===== src/rtl/register_file.sv =====
// register_file: 32x32 integer register file, two async read ports, one write port, x0 hardwired to zero.
// Define REGISTER_FILE_BYPASS_EN to forward same-cycle write data to the read ports.
module register_file #(
    parameter int N     = 32,
    parameter int NREGS = 32,
    parameter int A     = 5
) (
    input  logic         clk,
    input  logic         rst,
    input  logic         wr_ena,
    input  logic [A-1:0] wr_addr,
    input  logic [N-1:0] wr_data,
    input  logic [A-1:0] rd_addr0,
    output logic [N-1:0] rd_data0,
    input  logic [A-1:0] rd_addr1,
    output logic [N-1:0] rd_data1
);
    logic [N-1:0] r_regs [1:NREGS-1];
    logic         w_fwd0;
    logic         w_fwd1;

    for (genvar i = 1; i < NREGS; i++) begin : g_reg
        always_ff @(posedge clk or negedge rst) begin
            if (!rst)
                r_regs[i] <= '0;
            else if (wr_ena && wr_addr == A'(i))
                r_regs[i] <= wr_data;
        end
    end

`ifdef REGISTER_FILE_BYPASS_EN
    assign w_fwd0 = wr_ena && rst && wr_addr != '0 && rd_addr0 == wr_addr;
    assign w_fwd1 = wr_ena && rst && wr_addr != '0 && rd_addr1 == wr_addr;
`else
    assign w_fwd0 = 1'b0;
    assign w_fwd1 = 1'b0;
`endif

    // x0 has no storage, so the zero check also keeps the array index in range
    assign rd_data0 = rd_addr0 == '0 ? '0 : w_fwd0 ? wr_data : r_regs[rd_addr0];
    assign rd_data1 = rd_addr1 == '0 ? '0 : w_fwd1 ? wr_data : r_regs[rd_addr1];
endmodule


===== config.mk =====
export PLATFORM = sky130hd
export DESIGN_NAME = register_file
export DESIGN_NICKNAME = d
export VERILOG_FILES = /design/src/rtl/register_file.sv
export SDC_FILE = /design/constraint.sdc
export NUM_CORES = 2
export LEC_CHECK = 0
export CORE_AREA = 2 2 290 292
export DETAILED_ROUTE_END_ITERATION = 10
export DIE_AREA = 0 0 292 294
export GPL_TIMING_DRIVEN = 0
export PLACE_DENSITY = 0.85
export SETUP_SLACK_MARGIN = 0.2
export SLEW_MARGIN = 20
export SYNTH_ARGS = -nofsm -noshare
export SYNTH_HDL_FRONTEND = slang
export SYNTH_SLANG_ARGS = --single-unit

===== constraint.sdc =====
create_clock -name clk -period 6.5 [get_ports clk]
set_input_delay 1.625 -clock clk [delete_from_list [all_inputs] [get_ports clk]]
set_output_delay 1.625 -clock clk [all_outputs]
set_load 0.01 [all_outputs]

# Word-level counts from Yosys, hierarchy flattened
# Index checks and enable logic that the tools add are counted.
# Widths: inputs -> output; s select.
# totals
regBits	992
latch_bits	0
in_bits	50
out_inout_bits	64
mem_bits_ro	0
ramBits	0
n_memories	0
word_cells	107
# classes
mux	8
reduce_logical	33
eq_ne	31
bitwise_logic	2
n_addsub	0
shift	0
order_cmp	2
n_mul	0
div_mod_pow	0
# ops
op	count
$bmux 32 s5	2
$mux 32	6
$eq 5x5->1 const B	16
$eq 5x4->1 const B	8
$logic_and 1x1->1	31
$eq 5x3->1 const B	4
$ge 6x6->1 const B	2
$not 5->6	2
$eq 5x2->1 const B	2
$logic_not 5->1	2
$eq 5x1->1 const B	1

# Logic depth before layout (Yosys ltp)
# depth
ltp_word	5
mapped_depth	9
mapped_depth_nobuf	4

# Least setup slack after synthesis
# OpenSTA, ideal clock, no wires.
# synth_timing
kind	input port to output port
start	input rd_addr1[1]
end	output rd_data1[11]
required_ns	4.875
slack_ns	1.617
n_path_buf	3
path_stages	7
arrival_time_ns	3.258
path_cell_list	buf_2 buf_2 clkbuf_1 mux4_2 mux2i_1 nor2_1 or3_1
# synth_via
elab_chain_cells	5
elab_cells_between_ends	6
cone_classes	4 x mux; 1 x bitwise; 1 x reduce/logical
# synth_lines
item	line_no	source
from (decl)	15	input logic [A-1:0] rd_addr1,
$not 5->6 (not written as such)	41	assign rd_data1 = rd_addr1 == '0 ? '0 : w_fwd1 ? wr_data : r_regs[rd_addr1];
$bmux 32 s5	41	
$mux 32 (not written as such) (2 in a row)	41	
$mux 32 (*)	41	
to (decl)	16	output logic [N-1:0] rd_data1
# Every way passes the cells marked *; elsewhere a longest branch is shown, timed or not. The select of a mux whose other input is x is not followed.

# Final worst setup path
# layout_timing
start	input rd_addr0[3]
end	output rd_data0[12]
# layout_via
elab_chain_cells	5
elab_cells_between_ends	6
cone_classes	4 x mux; 1 x bitwise; 1 x reduce/logical
# layout_lines
item	line_no	source
from (decl)	13	input logic [A-1:0] rd_addr0,
$not 5->6 (not written as such)	40	assign rd_data0 = rd_addr0 == '0 ? '0 : w_fwd0 ? wr_data : r_regs[rd_addr0];
$bmux 32 s5	40	
$mux 32 (not written as such) (2 in a row)	40	
$mux 32 (*)	40	
to (decl)	14	output logic [N-1:0] rd_data0,
# Marks and branches as above.

==> impl_results.md <==
* Outcome: complete, but fails checks
* Failing checks: design-rule violations, negative setup slack
* Layout cells sized above 1 at 48.9%
* Top Ports at 114
* DRT Pass-1 Iters at 9
* CTS tree: yes
* Die width at 292 microns
* Worst slew pin tran at 1.30 ns
* Cells after Synth at 3551
* Biggest register: r_regs
* Post-DR wirelength/cell at 39.4 microns
* FF+latch count, synth at 992
* P_leak at 26.0 nW
* Initial Util at 64.4%
* Slew HR at 13.6%
* H-tree levels at 3
* Tmin final at 6.54 ns
* Max FFs per register at 992
* Clock Latency Late Sink at 0.69 ns
* CP Launch Type: primary input
* Cell area after synthesis at 53400 sq um
* Worst EP arrival at 4.92 ns
* Netlist cell types at 41
* Post-detailed-routing wire length at 195 mm
* Sequential share of the synthesized area at 46.5%
* Total GRT Usage at 46.0%
* Max Clock Freq at 153 MHz
* Syn Area/Cell at 15.0 sq um
* Syn Nets at 3601
* Max Transition Viols Final at 0
* RSZ-0062 raised after global routing: yes
* Vias in the first global route at 38800
* Core Area at 82900 sq um
* Initial antenna violation count at 11
* Final hold slack at 0.524 ns
* Gr ovfl total at 0
* WS Path Type: primary input to output port
* Clk root buf: clkbuf_16
* First-pass GRT wire length at 276 mm
* Num CTS Buffers at 107
* Max Clock Skew at 0 ns
* # rows at 106
* # port buffers at 102
* Placer's final routability congestion estimate at 1.09
* Final Hold Viols at 0
* Maximum number of pins on one net before global-route repair at 143
* Final net count at 3825
* Cell Pwr Density at 312 nW/um^2
* HPWL after DPL at 129 mm
* Hold Path Class: flip-flop to flip-flop
* # setup viols final at 2
* Max-cap viol count at 0
* Antenna viol nets, final at 0
* Starting DRT DRC Count at 6017
* Fin worst setup slack at -0.0435 ns
* Largest regs: r_regs (992)
* CP endpoint kind: output port
* Clock sink count at 992
* Ys Warns at 0
* Clock buffer depth at 3
* CTS clk-pin slew, worst paths at 0.06 ns
* Vert. Die Dim at 294 microns
* Die ar. at 85800 sq um
* DRC viols at 2
* Total power at 0.0187 W
* Routed via count at 38200
* Critical Path RT at 4.88 ns
* Via density per instance at 7.73
* Area delta synth->final at 11.8%
* Part of the cycle the worst path needs at 101%
* Max FO, Critical Path at 10
* Worst vdd ir at 0.299 mV
[cell type report]
class,count,area (sq um)
diodes,11,27.5
plain buffers,390,1910
clock buffers,154,3080
clock inverters,35,373
fillers,5277,23200
inverters,11,45.0
multi-input cells,2158,26800
flip-flops and latches,992,24800
well taps,1080,1350
repair buffers,115,1310
[metal layers]
metal  global-route usage (%)  vias to the layer above  share of wire, %
met5                        0                        -             0.058
met4                     33.4                       10               9.0
met3                     21.5                      947                15
met2                     64.3                     3425                42
met1                     56.1                    19700                34
li1                         -                    14200                 -
[logic make-up (layout without fill, tap and decap cells)]
group	Yosys count	in the layout	share of synthesized area (%)
AND/OR/NAND/NOR	266	266	2.57
buffers and inverters	401	705	3.48
multiplexers	1692	1692	44.3
AO/OA/AOI/OAI	200	200	3.13
other	0	11	0
flip-flops	992	992	46.5
[report_power, final]
| group | internal [W] | switching, W |
|---|---|---|
| Sequential | 0.00739 | 0.000946 |
| Combinational | 0.00240 | 0.00178 |
| Clock | 0.00348 | 0.00265 |
[worst paths after layout]
| path | cells after the start | slack (ns) | end | from |
|---|---|---|---|---|
| max reg2reg | 1 | 5.66 | r_regs[576] | r_regs[576] |
| min in group asynchronous | 1 | 0.81 | r_regs[153] | rst |
| min reg2reg | 1 | 0.52 | r_regs[615] | r_regs[615] |
| max in group asynchronous | 5 | 3.00 | r_regs[847] | rst |
| min | 1 | 0.52 | r_regs[615] | r_regs[615] |
| max | 7 | -0.04 | rd_data0[12] | rd_addr0[3] |
[layout by cell type (no fill, tap or decap), types with 44 or more instances in the layout]
| master | n |
|---|---|
| mux2i_1 | 204 |
| mux4_2 | 434 |
| clkbuf_1 | 167 |
| mux2_2 | 1047 |
| clkdlybuf4s50_1 | 101 |
| clkbuf_16 | 107 |
| dfrtp_1 | 992 |
| buf_2 | 118 |
| nor2_1 | 57 |
| nor2b_1 | 44 |
[metrics by stage]
step	utilization [%]	setup TNS (ns)	instance area [sq um]	setup WS (ns)	std cells
finish	72.0	-0.0699	59700	-0.0435	4946
floorplan	-	0	53400	1.62	3551
detailed placement	67.7	-10.76	56100	-0.667	4743
global route	72.0	0	59700	0.122	4938
global placement	67.3	-	55800	-40.84	4733
CTS	71.9	0	59600	0.112	4935
[what timing repair did]
action / 4_1_cts / 5_1_grt
setup endpoints to repair: 63 / 40
gates resized for setup: 38 / 32
hold buffers: 0 / 0
buffers inserted: 3 / 0
pin swaps: 1 / 0
[worst max-delay path, cell delays in order]
cell	delay, ns
clkbuf_1	0.64
clkinvlp_4	0.56
nor2_2	0.44
clkbuf_2	0.60
a22oi_1	0.23
o31a_1	0.25
clkdlybuf4s50_1	0.52
[Yosys cell counts, drive strengths merged]
master	n	area [sq um]
mux2	1054	11900
dfrtp	992	24800
mux4	434	9770
mux2i	204	2040
buf	202	1110
clkbuf	188	706
nor2	59	221
nor2b	47	294
a221oi	43	377
a22oi	41	308
nor3	41	210
o31a	35	307
nand2	31	116
nand3	30	150
nand2b	26	163
a221o	19	190
o211ai	16	120
o22a	16	140
or3	11	68.8
inv	10	37.5
a2111oi	8	70.1
nand4	8	50.1
o22ai	8	50.1
nand4b	6	52.6
a2bb2oi	4	35.0
and3	4	25.0
a31oi	3	18.8
a211oi	2	15.0
nor3b	2	15.0
a21oi	1	5.00
a311o	1	10.0
a32o	1	10.0
clkinv	1	3.75
nor4	1	6.26
o21a	1	7.51
o2bb2ai	1	8.76
Note: power is estimated with default switching activity, not from simulation.
